$ cat config.mk
export PLATFORM = sky130hd
export DESIGN_NAME = npn4_canonicalizer_flat
export DESIGN_NICKNAME = d
export VERILOG_FILES = /design/src/rtl/npn4_canonicalizer_if.sv /design/src/rtl/npn4_canonicalizer.sv /design/src/flat_wrapper.sv
export SDC_FILE = /design/constraint.sdc
export NUM_CORES = 1
export LEC_CHECK = 0
export CAP_MARGIN = 20
export CORE_AREA = 3 3 101 103
export CTS_CLUSTER_DIAMETER = 80
export DETAILED_ROUTE_END_ITERATION = 6
export DIE_AREA = 0 0 104 106
export GPL_ROUTABILITY_DRIVEN = 0
export MAX_ROUTING_LAYER = met4
export PLACE_DENSITY = 0.84
export SETUP_SLACK_MARGIN = 0.05
export SYNTH_ARGS = -nofsm -noshare
export SYNTH_HDL_FRONTEND = slang
export SYNTH_SLANG_ARGS = --single-unit
$ cat constraint.sdc
create_clock -name clk -period 7.3 [get_ports clk]
set_clock_uncertainty 0.05 [all_clocks]
set_input_delay 1.095 -clock clk [delete_from_list [all_inputs] [get_ports clk]]
set_output_delay 1.095 -clock clk [all_outputs]
set_load 0.01 [all_outputs]
$ cat src/rtl/npn4_canonicalizer_if.sv
// Request/result bundle of the NPN-4 canonicalizer: table in, canonical form and transform out.
// Pure wiring, no latency of its own.
// Request side uses in_valid/in_ready, result side uses out_valid/out_ready.
interface npn4_canonicalizer_if;
    logic        in_valid;
    logic        in_ready;
    logic [15:0] tt_in;
    logic        out_valid;
    logic        out_ready;
    logic [15:0] canon_tt;
    logic [4:0]  perm_idx;
    logic [3:0]  neg_mask;
    logic        out_neg;

    // Producer of tables and consumer of results.
    modport master (
        output in_valid,
        output tt_in,
        output out_ready,
        input  in_ready,
        input  out_valid,
        input  canon_tt,
        input  perm_idx,
        input  neg_mask,
        input  out_neg
    );

    // The canonicalizer itself.
    modport slave (
        input  in_valid,
        input  tt_in,
        input  out_ready,
        output in_ready,
        output out_valid,
        output canon_tt,
        output perm_idx,
        output neg_mask,
        output out_neg
    );
endinterface

$ cat src/rtl/npn4_canonicalizer.sv
// Maps a 4-input truth table to its NPN class representative (minimum over 768 transforms).
// Latency: 768 cycles from accept edge to out_valid; one transform evaluated per cycle.
// Accepts only when idle; result is held in DONE until out_ready, in_valid ignored meanwhile.
module npn4_canonicalizer (
    input  logic                 clk,
    input  logic                 rst_n,
    npn4_canonicalizer_if.slave  bus
);

    typedef enum logic [1:0] {
        IDLE = 2'd0,
        SCAN = 2'd1,
        DONE = 2'd2
    } state_t;

    localparam logic [9:0] LAST_T = 10'd767;

    state_t      state;
    state_t      state_nxt;

    // Latched input table and the scan index t = k*32 + n*2 + o.
    logic [15:0] tt_q;
    logic [9:0]  t_q;

    // Best transform found so far; these drive the result outputs directly.
    logic [15:0] best_tt;
    logic [4:0]  best_perm;
    logic [3:0]  best_neg;
    logic        best_o;

    // Fields of the current scan index.
    logic [4:0]  cur_k;
    logic [3:0]  cur_n;
    logic        cur_o;

    // Permutation for cur_k, packed as {p3,p2,p1,p0}, two bits each.
    logic [7:0]  cur_perm;

    // Transformed table for the current index and the replace decision.
    logic [15:0] cur_g;
    logic        take;

    logic        accept;
    logic        scan_last;

    assign cur_k     = t_q[9:5];
    assign cur_n     = t_q[4:1];
    assign cur_o     = t_q[0];
    assign accept    = (state == IDLE) && bus.in_valid;
    assign scan_last = (t_q == LAST_T);

    // Pack a permutation (p0,p1,p2,p3) into the ROM word layout.
    function automatic logic [7:0] pk(input logic [1:0] p0, input logic [1:0] p1,
                                      input logic [1:0] p2, input logic [1:0] p3);
        return {p3, p2, p1, p0};
    endfunction

    // Apply (p, n, o): g[m] = f[{y3..y0}] ^ o with y_i = x_{p[i]} ^ n_i.
    function automatic logic [15:0] apply_xform(input logic [15:0] f, input logic [7:0] pr,
                                                input logic [3:0] nm, input logic om);
        logic [15:0] g;
        logic [3:0]  x;
        logic [3:0]  y;
        g = '0;
        x = '0;
        y = '0;
        for (int m = 0; m < 16; m++) begin
            x = 4'(m);
            for (int i = 0; i < 4; i++) begin
                y[i] = x[pr[2*i +: 2]] ^ nm[i];
            end
            g[m] = f[y] ^ om;
        end
        return g;
    endfunction

    // Lexicographic permutation ROM; indices 24..31 are never reached by the scan.
    always_comb begin
        cur_perm = pk(2'd0, 2'd1, 2'd2, 2'd3);
        case (cur_k)
            5'd0:    cur_perm = pk(2'd0, 2'd1, 2'd2, 2'd3);
            5'd1:    cur_perm = pk(2'd0, 2'd1, 2'd3, 2'd2);
            5'd2:    cur_perm = pk(2'd0, 2'd2, 2'd1, 2'd3);
            5'd3:    cur_perm = pk(2'd0, 2'd2, 2'd3, 2'd1);
            5'd4:    cur_perm = pk(2'd0, 2'd3, 2'd1, 2'd2);
            5'd5:    cur_perm = pk(2'd0, 2'd3, 2'd2, 2'd1);
            5'd6:    cur_perm = pk(2'd1, 2'd0, 2'd2, 2'd3);
            5'd7:    cur_perm = pk(2'd1, 2'd0, 2'd3, 2'd2);
            5'd8:    cur_perm = pk(2'd1, 2'd2, 2'd0, 2'd3);
            5'd9:    cur_perm = pk(2'd1, 2'd2, 2'd3, 2'd0);
            5'd10:   cur_perm = pk(2'd1, 2'd3, 2'd0, 2'd2);
            5'd11:   cur_perm = pk(2'd1, 2'd3, 2'd2, 2'd0);
            5'd12:   cur_perm = pk(2'd2, 2'd0, 2'd1, 2'd3);
            5'd13:   cur_perm = pk(2'd2, 2'd0, 2'd3, 2'd1);
            5'd14:   cur_perm = pk(2'd2, 2'd1, 2'd0, 2'd3);
            5'd15:   cur_perm = pk(2'd2, 2'd1, 2'd3, 2'd0);
            5'd16:   cur_perm = pk(2'd2, 2'd3, 2'd0, 2'd1);
            5'd17:   cur_perm = pk(2'd2, 2'd3, 2'd1, 2'd0);
            5'd18:   cur_perm = pk(2'd3, 2'd0, 2'd1, 2'd2);
            5'd19:   cur_perm = pk(2'd3, 2'd0, 2'd2, 2'd1);
            5'd20:   cur_perm = pk(2'd3, 2'd1, 2'd0, 2'd2);
            5'd21:   cur_perm = pk(2'd3, 2'd1, 2'd2, 2'd0);
            5'd22:   cur_perm = pk(2'd3, 2'd2, 2'd0, 2'd1);
            5'd23:   cur_perm = pk(2'd3, 2'd2, 2'd1, 2'd0);
            default: cur_perm = pk(2'd0, 2'd1, 2'd2, 2'd3);
        endcase
    end

    // Evaluate the current transform; t=0 seeds the best registers, later only strict improvements win.
    always_comb begin
        cur_g = apply_xform(tt_q, cur_perm, cur_n, cur_o);
        take  = (t_q == 10'd0) || (cur_g < best_tt);
    end

    // State register.
    always_ff @(posedge clk or negedge rst_n) begin
        if (!rst_n) begin
            state <= IDLE;
        end else begin
            state <= state_nxt;
        end
    end

    // Next-state logic: accept in IDLE, scan all 768 indices, hold result until consumed.
    always_comb begin
        state_nxt = state;
        case (state)
            IDLE:    if (bus.in_valid)  state_nxt = SCAN;
            SCAN:    if (scan_last)     state_nxt = DONE;
            DONE:    if (bus.out_ready) state_nxt = IDLE;
            default: state_nxt = IDLE;
        endcase
    end

    // Job datapath: latch the table on accept, step t and track the minimum while scanning.
    always_ff @(posedge clk or negedge rst_n) begin
        if (!rst_n) begin
            tt_q      <= '0;
            t_q       <= '0;
            best_tt   <= '0;
            best_perm <= '0;
            best_neg  <= '0;
            best_o    <= 1'b0;
        end else if (accept) begin
            tt_q <= bus.tt_in;
            t_q  <= '0;
        end else if (state == SCAN) begin
            t_q <= t_q + 10'd1;
            if (take) begin
                best_tt   <= cur_g;
                best_perm <= cur_k;
                best_neg  <= cur_n;
                best_o    <= cur_o;
            end
        end
    end

    // Handshake flags depend on state alone, so out_ready never reaches in_ready combinationally.
    assign bus.in_ready  = (state == IDLE);
    assign bus.out_valid = (state == DONE);
    assign bus.canon_tt  = best_tt;
    assign bus.perm_idx  = best_perm;
    assign bus.neg_mask  = best_neg;
    assign bus.out_neg   = best_o;

endmodule

$ cat src/flat_wrapper.sv
// flat-port wrapper written by rule: the top's interface ports become plain ports
module npn4_canonicalizer_flat 
  (clk, rst_n, bus_in_valid, bus_tt_in, bus_out_ready, bus_in_ready, bus_out_valid, bus_canon_tt, bus_perm_idx, bus_neg_mask, bus_out_neg);
  npn4_canonicalizer_if bus_i ();
  input  logic clk;
  input  logic rst_n;
  input wire logic [$bits(bus_i.in_valid)-1:0] bus_in_valid;
  input wire logic [$bits(bus_i.tt_in)-1:0] bus_tt_in;
  input wire logic [$bits(bus_i.out_ready)-1:0] bus_out_ready;
  output wire logic [$bits(bus_i.in_ready)-1:0] bus_in_ready;
  output wire logic [$bits(bus_i.out_valid)-1:0] bus_out_valid;
  output wire logic [$bits(bus_i.canon_tt)-1:0] bus_canon_tt;
  output wire logic [$bits(bus_i.perm_idx)-1:0] bus_perm_idx;
  output wire logic [$bits(bus_i.neg_mask)-1:0] bus_neg_mask;
  output wire logic [$bits(bus_i.out_neg)-1:0] bus_out_neg;
  assign bus_i.in_valid = bus_in_valid;
  assign bus_i.tt_in = bus_tt_in;
  assign bus_i.out_ready = bus_out_ready;
  assign bus_in_ready = bus_i.in_ready;
  assign bus_out_valid = bus_i.out_valid;
  assign bus_canon_tt = bus_i.canon_tt;
  assign bus_perm_idx = bus_i.perm_idx;
  assign bus_neg_mask = bus_i.neg_mask;
  assign bus_out_neg = bus_i.out_neg;
  npn4_canonicalizer u_core (.clk(clk), .rst_n(rst_n), .bus(bus_i));
endmodule
# Yosys cells after proc, flatten, opt, wreduce, memory -nomap -nowiden
# Memory sizes are Yosys's and may differ from the RTL's.
# Cells that the tools add are included.
# op_classes
n_addsub	1
n_lt_le_gt_ge	21
n_eq_ne	6
muxes	166
n_bitwise	81
n_reduce_logical	7
# op_table
cell	n
1-bit binary-select mux with 2-bit select	64
4-bit by 5-bit < comparator with 1-bit output, second input constant	16
1-bit 2-to-1 mux	80
1-bit XOR	80
1-bit binary-select mux with 4-bit select	16
10-bit 2-to-1 mux	2
16-bit < comparator	1
2-bit by 3-bit < comparator with 1-bit output, second input constant	4
10-bit by 1-bit adder with 10-bit output, second input constant	1
10-bit equality test, second input constant	1
10-bit logical NOT	1
2-bit 2-to-1 mux	3
2-bit one-hot mux with 3 select lines	1
3-bit AND reduction	2
2-bit != test, second input constant	2
2-bit by 1-bit equality test with 1-bit output, second input constant	1
2-bit equality test, second input constant	1
2-bit logical NOT	1
2-bit by 1-bit != test with 1-bit output, second input constant	1
2-bit nonzero test	1
1-bit logical AND	1
1-bit logical OR	1
1-bit inverter	1
# word_totals
register_bits	54
mem_bits_ro	256
inputBits	20
out_inout_bits	28
n_memories	1
# mem_list
name	depth	width	read_ports	rd_ports_with_merged_regs	wr	line	text
(no name shown)	32	8	1	0	0	npn4_canonicalizer.sv:80	case (cur_k)

# Depth between registers and ports, before layout
# Gate-level depths: netlist (run 1).
# An unclocked memory read counts as a cell.
# depth
depth_word	10
ltp_mapped	23
ltp_nobuf	22

# Least setup slack after synthesis (run 1)
# No wires, ideal clock.
# synth_timing
kind	register to register
from	reg u_core.t_q[5]
to	reg u_core.best_tt[8], in the netlist u_core.bus.canon_tt[8]
setup_time_ns	0.127
arrival_ns	5.455
t_required_ns	7.123
path_slack_ns	1.668
stages_incl_launch_ff	21
path_buffers	1
synth_period_minus_slack_ns	5.632
cell_sequence	dfrtp_1 > inv_1 > ha_1 > nor2b_1 > a21o_1 > a221oi_1 > o22ai_1 > ha_1 > xor2_1 > mux4_2 > mux4_2 > xnor2_1 > ha_1 > a21o_1 > a21o_1 > a211oi_1 > o21ai_0 > a211oi_1 > a311oi_4 > buf_6 > mux2_1
# synth_between
elab_chain_len	10
# synth_rtl
item	line	text
start: declaration	npn4_canonicalizer.sv:23	logic [9:0] t_q;
start signal: assignment	npn4_canonicalizer.sv:148	t_q <= t_q + 10'd1;
memory 32 x 8 bit (*)	-	
1-bit binary-select mux with 2-bit select	npn4_canonicalizer.sv:70	y[i] = x[pr[2*i +: 2]] ^ nm[i];
1-bit 2-to-1 mux (implied by the code)	npn4_canonicalizer.sv:70	
1-bit XOR	npn4_canonicalizer.sv:70	
1-bit binary-select mux with 4-bit select (*)	npn4_canonicalizer.sv:72	g[m] = f[y] ^ om;
1-bit 2-to-1 mux (implied by the code) (*)	npn4_canonicalizer.sv:72	
1-bit XOR (*)	npn4_canonicalizer.sv:72	
net u_core.cur_g[13]	npn4_canonicalizer.sv:40	logic [15:0] cur_g;
16-bit < comparator (*)	npn4_canonicalizer.sv:112	take = (t_q == 10'd0) || (cur_g < best_tt);
1-bit logical OR (*)	npn4_canonicalizer.sv:112	
3-bit AND reduction (no line) (*)	-	
end signal: assignment	npn4_canonicalizer.sv:150	best_tt <= cur_g;
end: declaration	npn4_canonicalizer.sv:26	logic [15:0] best_tt;
# Mark *: on every way through the listed nets, which the timed path passes. The rest lies on a longest branch. The select of a mux whose other input is x is not followed.
# A chain may end at the register's enable or synchronous reset.

# Worst setup path after layout (run 1)
# Ends and elaborated chain as after synthesis.

==> flow_metrics.py, run 1 <==
metrics = {
    "flow_run": {
        "cap_violations": 0,
    },
    "synth": {
        "synth_flop_cell": "dfrtp_1",
        "synth_cell_types": 42,
        "avgSynthCellArea_um2": 12.0,
        "synthCells": 468,
        "synthArstFlopShare": 1.00,
        "syn_nets": 531,
        "synth-edff-count": 0,
        "netlist_area_um2": 5620,
        "synth-seq-area-share": 0.240,
        "synth-warning-count": 0,
        "ys_ff_latch": 54,
    },
    "global_route": {
        "gr-usage-all-layers": 0.247,
        "first_global_vias": 4174,
        "grt_pass1_wl_mm": 21.5,
        "antenna_found_initial": 0,
        "overflow": 0,
        "grt_start_max_net_pins": 55,
    },
    "timing": {
        "whs_ns": 0.465,
        "setup_ws_ns": 0.589,
        "setup_violations": 0,
        "min_period_over_period": 0.919,
        "tns_ns": 0,
        "clock.fmax_mhz": 149,
        "maxSlewViolCount": 0,
        "period_minus_slack_ns": 6.71,
        "tightest_slew_ns": 1.05,
        "hold_viol": 0,
        "maxSlewHeadroom": 0.297,
        "rsz0062_at_grt": "no",
    },
    "floorplan": {
        "die_h_um": 106,
        "dieWidth_um": 104,
        "start_util": 0.605,
        "rows": 35,
        "ios": 48,
        "dieArea_um2": 11000,
        "core_um2": 9280,
    },
    "detailed_routing": {
        "drc": 0,
        "dr.pass1.iters": 7,
        "wl_mm": 12.9,
        "routed_via_density": 6.62,
        "initialDrtViolationCount": 483,
        "drtAntennaViolNets": 0,
        "vias": 4116,
        "avgRoutedWirePerCell_um": 20.7,
    },
    "setup_path": {
        "crit_chain": "inv_1 -> ha_1 -> nor2b_1 -> a21o_1 -> a221oi_1 -> o22ai_1 -> ha_1 -> xor2_1 -> mux4_2 -> mux4_2 -> xnor2_1 -> ha_1 -> a21o_1 -> a21o_1 -> a211oi_1 -> o21ai_0 -> a211oi_1 -> a311oi_4 -> buf_4 -> mux2_1",
        "max_stage_delay_ns": 0.63,
        "end_kind": "register",
        "critPathArrivalTime_ns": 6.88,
        "crit_type": "reg -> reg",
        "required_ns": 7.47,
        "slowest_stage": "xor2_1",
        "critPathLaunchType": "register",
        "critPathMaxFanout": 26,
    },
    "clocking": {
        "postCtsResizedCells": 0,
        "hold_buffers": 0,
        "clk_latency_ns": 0.32,
        "numCtsBuffers": 5,
        "post_cts_buffers": 0,
        "clock_sinks": 54,
        "cts_tree": "built",
        "cts_root_buf": "clkbuf_8",
        "htree_num_levels": 2,
        "cts.clk_slew.worst_paths_ns": 0.11,
        "clock_path_buffers": 2,
    },
    "final_layout": {
        "diodes": 0,
        "fill_cells": 704,
        "multiInputGateArea_um2": 3960,
        "stdcell_count": 622,
        "seq_area_um2": 1350,
        "nets": 555,
        "syn_to_final_growth_pct": 10.1,
        "drive_gt1_frac": 0.245,
    },
    "power_and_ir_drop": {
        "cellLeakagePower_uw": 0.00270,
        "peakVddDrop_mv": 0.0863,
        "powerDensity_nw_per_um2": 80.1,
    },
    "placed_design": {
        "numPortBuffers": 47,
        "dpl.cell_count": 614,
        "hpwlAfterDp_mm": 8.97,
        "place_ws_ns": 0.782,
    },
    "worst_hold_path": {
        "hold_class": "reg -> reg",
    },
    "run_status": {
        "status": "completed",
    },
}
[per-layer routing]
| layer | GRT usage | wire (um) |
|---|---|---|
| met3 | 0.0455 | 1150 |
| met1 | 0.313 | 5060 |
| met4 | 0.0731 | 295 |
| met2 | 0.410 | 6350 |
| met5 | - | 0 |
[critical path, delay by kind of cell, from the launching register on]
family / cells / cell delay, ns
xor gates and xnor gates: 2 / 0.87
AOI/OAI and AO/OA: 9 / 1.94
buffers and inverters: 2 / 0.48
adders and majority gates: 3 / 1.02
and+or+nand+nor: 1 / 0.22
muxes: 3 / 1.42
DFF: 1 / 0.56
[synthesized netlist by cell type, drive strengths merged, types with 12 or more instances]
master | instances | area (um^2)
xor2 | 22 | 193
clkbuf | 21 | 78.8
dfrtp | 54 | 1350
ha | 43 | 538
nor2b | 12 | 75.1
nand2 | 19 | 71.3
mux2i | 22 | 220
a21oi | 12 | 60.1
xnor2 | 26 | 228
buf | 14 | 110
inv | 32 | 120
mux4 | 69 | 1580
mux2 | 43 | 484
[path summary, 6_finish.rpt]
check | depth (start not counted) | startpoint | to | slack (ns)
min in group asynchronous | 2 | rst_n | u_core.bus.perm_idx[0] | 0.83
max in group asynchronous | 2 | rst_n | u_core.tt_q[9] | 5.91
setup reg to reg | 20 | u_core.t_q[5] | u_core.bus.canon_tt[8] | 0.59
hold / removal | 1 | u_core.bus.out_neg | u_core.bus.out_neg | 0.46
setup / recovery | 20 | u_core.t_q[5] | u_core.bus.canon_tt[8] | 0.59
hold reg to reg | 1 | u_core.bus.out_neg | u_core.bus.out_neg | 0.46
[final cells by class]
cell class                      instances  area share
Multi-Input combinational cell        347       0.640
Sequential cell                        54       0.218
Timing Repair Buffer                   52      0.0813
Tap cell                              129      0.0261
Inverter                               32      0.0194
Clock buffer                            5      0.0111
Clock inverter                          3     0.00404
[power breakdown]
part | internal (uW) | switching, uW | total [uW] | leakage, uW
registers | 299 | 0 | 299 | 0.000745
clock network | 69.6 | 112 | 181 | 0.0000447
logic | 8.91 | 6.73 | 15.6 | 0.00191
total | 377 | 118 | 496 | 0.00270
[cells by family after synthesis]
family,count (synthesis),share of synthesized area
muxes,134,0.407
buffers and inverters,67,0.0550
and+or+nand+nor,66,0.0579
AOI/OAI and AO/OA,56,0.0697
DFF,54,0.240
xor gates and xnor gates,48,0.0748
adders and majority gates,43,0.0957
[flip-flops by register name (all words and copies together) (netlist names)]
| name | count |
|---|---|
| u_core.tt_q | 16 |
| u_core.bus.out_neg | 1 |
| u_core.bus.canon_tt | 16 |
| u_core.bus.neg_mask | 4 |
| u_core.state | 2 |
| u_core.bus.perm_idx | 5 |
| u_core.t_q | 10 |
[stage by stage]
| stage | total power, uW | area [um^2] | utilization |
|---|---|---|---|
| 4_1_cts | 502 | 6190 | 0.667 |
| 3_3_place_gp | 321 | 6100 | 0.657 |
| 5_1_grt | 517 | 6190 | 0.667 |
| 3_5_place_dp | 321 | 6100 | 0.657 |
| 2_1_floorplan | 305 | 5620 | - |
| 6_report | 496 | 6190 | 0.667 |
[layout by cell type, fill, tap and decap left out, types with 2 or more instances in the layout]
cell type / Yosys / final
a211oi_1: 10 / 10
a21o_1: 7 / 7
a21oi_1: 12 / 12
a221oi_1: 2 / 2
a31oi_1: 3 / 3
and3_1: 2 / 2
buf_4: 4 / 5
clkbuf_8: 0 / 5
clkdlybuf4s50_1: 0 / 46
dfrtp_1: 54 / 54
ha_1: 43 / 43
inv_1: 31 / 31
mux2_2: 42 / 42
mux2i_1: 22 / 22
mux4_1: 7 / 7
mux4_2: 62 / 62
nand2_1: 19 / 19
nand2b_1: 2 / 2
nand3_1: 10 / 10
nand4_1: 3 / 3
nor2_1: 10 / 10
nor2b_1: 12 / 12
nor3_1: 4 / 4
o211ai_1: 3 / 3
o21ai_0: 10 / 10
o22ai_1: 3 / 3
xnor2_1: 26 / 26
xor2_1: 22 / 22
(Power assumes the default switching activity.)
==> run 2: changes to the inputs <==
- RECOVER_POWER: not set -> 50
==> flow_metrics.py, run 2 (synthesized netlist as in run 1, its figures left out) <==
metrics = {
    "run_status": {
        "status": "complete, but fails checks",
        "failed_checks": "max-capacitance violations, max-slew violations",
    },
    "global_route": {
        "overflow": 0,
        "antenna_found_initial": 0,
        "gr-usage-all-layers": 0.247,
        "grt_pass1_wl_mm": 21.5,
        "grt_start_max_net_pins": 55,
        "first_global_vias": 4174,
    },
    "final_layout": {
        "stdcell_count": 622,
        "layout_commonest_cell": "mux4_2",
        "final_util": 0.666,
        "layout_common_cells": "62 x mux4_2, 54 x dfrtp_1, 43 x ha_1",
        "syn_to_final_growth_pct": 10.1,
        "drive_gt1_frac": 0.243,
        "diodes": 0,
        "nets": 555,
    },
    "placed_design": {
        "numPortBuffers": 47,
        "dpl.cell_count": 614,
        "hpwlAfterDp_mm": 8.97,
    },
    "timing": {
        "rsz0062_at_grt": "no",
        "period_minus_slack_ns": 6.70,
        "maxSlewHeadroom": -0.916,
        "clock.fmax_mhz": 149,
        "setup_violations": 0,
        "tightest_slew_ns": 2.87,
        "hold_viol": 0,
        "tns_ns": 0,
        "min_period_over_period": 0.918,
        "maxSlewViolCount": 55,
        "whs_ns": 0.459,
    },
    "floorplan": {
        "core_um2": 9280,
        "start_util": 0.605,
        "die_h_um": 106,
        "dieArea_um2": 11000,
        "dieWidth_um": 104,
        "ios": 48,
        "rows": 35,
    },
    "power_and_ir_drop": {
        "powerDensity_nw_per_um2": 80.0,
        "cellLeakagePower_uw": 0.00275,
        "power.total_uw": 495,
        "peakVddDrop_mv": 0.0869,
    },
    "clocking": {
        "numCtsBuffers": 5,
        "clk_latency_ns": 0.32,
        "postCtsResizedCells": 0,
        "post_cts_buffers": 0,
        "hold_buffers": 0,
        "cts.clk_slew.worst_paths_ns": 0.11,
        "htree_num_levels": 2,
        "cts_tree": "built",
        "cts_root_buf": "clkbuf_8",
        "clock_path_buffers": 2,
        "clock_sinks": 54,
    },
    "detailed_routing": {
        "routed_via_density": 6.65,
        "drc": 0,
        "drtAntennaViolNets": 0,
        "wl_mm": 12.9,
        "initialDrtViolationCount": 530,
        "vias": 4138,
        "avgRoutedWirePerCell_um": 20.7,
        "dr.pass1.iters": 5,
    },
    "setup_path": {
        "cp_top_family": "compound AO/OA/AOI/OAI gates",
        "max_stage_delay_ns": 0.63,
        "crit_chain": "inv_1 -> ha_1 -> nor2b_1 -> a21o_1 -> a221oi_1 -> o22ai_1 -> ha_1 -> xor2_1 -> mux4_2 -> mux4_2 -> xnor2_1 -> ha_1 -> a21o_1 -> a21o_1 -> a211oi_1 -> o21ai_0 -> a211oi_1 -> a311oi_4 -> buf_4 -> mux2_1",
        "slowest_stage": "xor2_1",
        "end_kind": "register",
        "critPathLaunchType": "register",
        "required_ns": 7.46,
        "critPathMaxFanout": 26,
        "critPathArrivalTime_ns": 6.86,
        "crit_buf_inv": 2,
        "crit_type": "reg -> reg",
    },
    "worst_hold_path": {
        "hold_class": "reg -> reg",
    },
    "flow_run": {
        "cap_violations": 1,
    },
}
[run 2: cell types whose count changed in the layout (fill, tap and decap cells not counted), sizes merged]
cell           delta
clkdlybuf4s50    -13
buf               -1
clkbuf            +1
dlygate4sd3      +13
[run 2: worst paths after layout]
path / startpoint / to / slack, ns / depth (start not counted)
hold / removal: u_core.bus.out_neg / u_core.bus.out_neg / 0.46 / 1
setup reg to reg: u_core.t_q[5] / u_core.bus.canon_tt[8] / 0.60 / 20
hold reg to reg: u_core.bus.out_neg / u_core.bus.out_neg / 0.46 / 1
max in group asynchronous: rst_n / u_core.tt_q[9] / 3.84 / 2
setup / recovery: u_core.t_q[5] / u_core.bus.canon_tt[8] / 0.60 / 20
min in group asynchronous: rst_n / u_core.bus.perm_idx[0] / 1.74 / 2
[run 2: metal layers]
metal  up-vias  global-route usage  wire [um]
met2       251               0.410       6360
li1       1816                   -          -
met5         -                   -          0
met4         0              0.0731        291
met1      2040               0.313       5040
met3        31              0.0455       1170
[run 2: cell type report]
cell class                      instances  area, um^2
Inverter                               32         120
Fill cell                             706        3100
Sequential cell                        54        1350
Multi-Input combinational cell        347        3960
Tap cell                              129         161
Clock buffer                            5        68.8
Timing Repair Buffer                   52         499
Clock inverter                          3        25.0
[run 2: report_power, final]
group	switching (uW)	internal [uW]	leakage, uW
logic	6.71	8.65	0.00196
registers	0	299	0.000745
clock network	111	69.6	0.0000447
total	118	377	0.00275
[run 2: per-stage QoR]
stage,setup WS [ns],instance area [um^2]
2_1_floorplan,1.67,5620
3_3_place_gp,1.08,6100
3_5_place_dp,0.782,6100
4_1_cts,0.712,6190
5_1_grt,0.162,6190
6_report,0.599,6190
[run 2: worst reg2reg max path, delay by kind of cell (launching register included)]
kind	cells	cell delay, ns
fa+ha+maj	3	1.03
xor+xnor	2	0.87
flops	1	0.56
mux	3	1.43
compound gates	9	1.93
simple gates	1	0.22
buf+inv	2	0.49
==> run 3: changes to the inputs <==
- PLACE_DENSITY: 0.84 -> 0.89
==> flow_metrics.py, run 3 (synthesized netlist as in run 1, its figures left out) <==
metrics = {
    "setup_path": {
        "crit_buf_inv": 3,
        "crit_start": "u_core.t_q[5]",
        "end_kind": "register",
        "rrSetupSlack_ns": 0.54,
        "cp_top_family": "compound AO/OA/AOI/OAI gates",
        "crit_top_cell": "ha_1",
        "slowest_stage": "xor2_1",
        "critPathMaxFanout": 18,
        "crit_type": "reg -> reg",
        "required_ns": 7.47,
        "critPathArrivalTime_ns": 6.92,
        "r2r_start": "u_core.t_q[5]",
        "reg2reg_to": "u_core.bus.canon_tt[8]",
        "crit_chain": "inv_1 -> ha_1 -> mux2_2 -> nor2_1 -> nor3_1 -> a21oi_1 -> inv_1 -> ha_1 -> xor2_1 -> mux4_2 -> mux4_2 -> xnor2_1 -> ha_1 -> a21o_1 -> a21o_1 -> a211oi_1 -> o21ai_0 -> a211oi_1 -> a311oi_4 -> buf_4 -> mux2_1",
        "cp-endpoint": "u_core.bus.canon_tt[8]",
        "critPathLaunchType": "register",
        "reg2regPathDepth": 21,
        "cp.depth": 21,
        "max_stage_delay_ns": 0.66,
    },
    "timing": {
        "hold_viol": 0,
        "min_period_over_period": 0.926,
        "tightest_slew_ns": 2.89,
        "maxSlewHeadroom": -0.924,
        "tns_ns": 0,
        "setup_violations": 0,
        "period_minus_slack_ns": 6.76,
        "clock.fmax_mhz": 148,
        "rsz0062_at_grt": "no",
        "maxSlewViolCount": 55,
        "setup_ws_ns": 0.542,
    },
    "flow_run": {
        "cap_violations": 1,
    },
    "global_route": {
        "overflow": 0,
        "gr-usage-all-layers": 0.260,
        "grt_pass1_wl_mm": 22.4,
        "antenna_found_initial": 0,
        "first_global_vias": 4323,
        "grt_start_max_net_pins": 55,
    },
    "detailed_routing": {
        "routed_via_density": 6.77,
        "drtAntennaViolNets": 0,
        "dr.pass1.iters": 5,
        "wl_mm": 13.8,
        "drc": 0,
        "met1_length_mm": 5.27,
        "avgRoutedWirePerCell_um": 22.1,
        "wl_met2_mm": 6.80,
        "top_layer": "met4",
        "wl_met3_mm": 1.42,
        "initialDrtViolationCount": 487,
        "vias": 4209,
    },
    "floorplan": {
        "ios": 48,
        "dieWidth_um": 104,
        "dieArea_um2": 11000,
        "core_um2": 9280,
        "start_util": 0.605,
        "die_h_um": 106,
        "rows": 35,
    },
    "clocking": {
        "clock_sinks": 54,
        "hold_buffers": 0,
        "clock_path_buffers": 2,
        "cts.clk_slew.worst_paths_ns": 0.11,
        "numCtsBuffers": 5,
        "post_cts_buffers": 0,
        "postCtsResizedCells": 0,
        "cts_root_buf": "clkbuf_8",
        "htree_num_levels": 2,
        "clk_latency_ns": 0.32,
        "cts_tree": "built",
    },
    "power_and_ir_drop": {
        "powerDensity_nw_per_um2": 85.4,
        "cellLeakagePower_uw": 0.00271,
        "netSwitchingFraction": 0.221,
        "power_frac_seq": 0.564,
        "peakVddDrop_mv": 0.0690,
        "p_sw_uw": 117,
        "clock_power_share": 0.407,
        "intPower_uw": 412,
        "p_comb_frac": 0.029,
    },
    "final_layout": {
        "layout_common_cells": "62 x mux4_2, 54 x dfrtp_1, 45 x clkdlybuf4s50_1",
        "diodes": 0,
        "layout_commonest_cell": "mux4_2",
        "final_cell_area_um2": 6200,
        "nets": 555,
        "fill_cells": 706,
        "drive_gt1_frac": 0.241,
        "syn_to_final_growth_pct": 10.4,
    },
    "worst_hold_path": {
        "hold_class": "reg -> reg",
    },
    "run_status": {
        "status": "complete, but fails checks",
        "failed_checks": "max-capacitance violations, max-slew violations",
    },
    "placed_design": {
        "hpwlAfterDp_mm": 9.42,
        "placed_cell_area_um2": 6090,
        "place_ws_ns": 0.670,
        "numPortBuffers": 47,
    },
}
-- run 3: worst min-delay path by stage --
stage | start | end | slack, ns | cells after the start
6_report | u_core.bus.neg_mask[0] | u_core.bus.neg_mask[0] | 0.47 | 1
5_1_grt | u_core.bus.perm_idx[1] | u_core.bus.perm_idx[1] | 0.50 | 1
4_1_cts | u_core.bus.perm_idx[1] | u_core.bus.perm_idx[1] | 0.47 | 1
3_5_place_dp | u_core.bus.perm_idx[1] | u_core.bus.perm_idx[1] | 0.45 | 1
3_3_place_gp | u_core.bus.out_neg | u_core.bus.out_neg | 0.44 | 1
2_1_floorplan | u_core.t_q[0] | u_core.t_q[0] | 0.49 | 1
-- run 3: through the flow --
step	utilization	power, uW	hold slack, ns	std cells
floorplan	-	305	0.492	468
global placement	0.656	321	0.439	613
detailed placement	0.656	321	0.447	613
CTS	0.668	538	0.475	621
global route	0.668	548	0.498	622
finish	0.668	530	0.470	622
-- run 3: area by class of cell --
type	instances	area, um^2	share of cell area
clock inverter	3	47.5	0.00766
clock buffer	5	68.8	0.0111
inverter	32	120	0.0194
timing repair buffer	52	495	0.0799
tap	129	161	0.0260
multi-input combinational	347	3960	0.638
sequential	54	1350	0.218
-- run 3: per-layer routing --
layer / vias up / GRT usage
li1: 1808 / -
met1: 2095 / 0.327
met2: 270 / 0.439
met3: 36 / 0.0413
met4: 0 / 0.0788
met5: - / -
-- run 3: worst register-to-register path, delay by kind of cell (launching register included) --
kind	cells	cell delay, ns
AO/OA/AOI/OAI	7	1.80
XOR/XNOR	2	0.88
adder cells (fa/ha/maj)	3	0.80
buffers and inverters	3	0.66
flip-flops	1	0.56
multiplexers	4	1.74
AND/OR/NAND/NOR	2	0.15
-- run 3: power groups by stage --
stage	clock, uW	sequential, uW	combinational [uW]
final	215	299	15.4
after global routing	231	299	17.6
after CTS	222	299	16.4
after detailed placement	0	305	16.4
after global placement	0	305	16.1
after floorplan	0	305	0.210
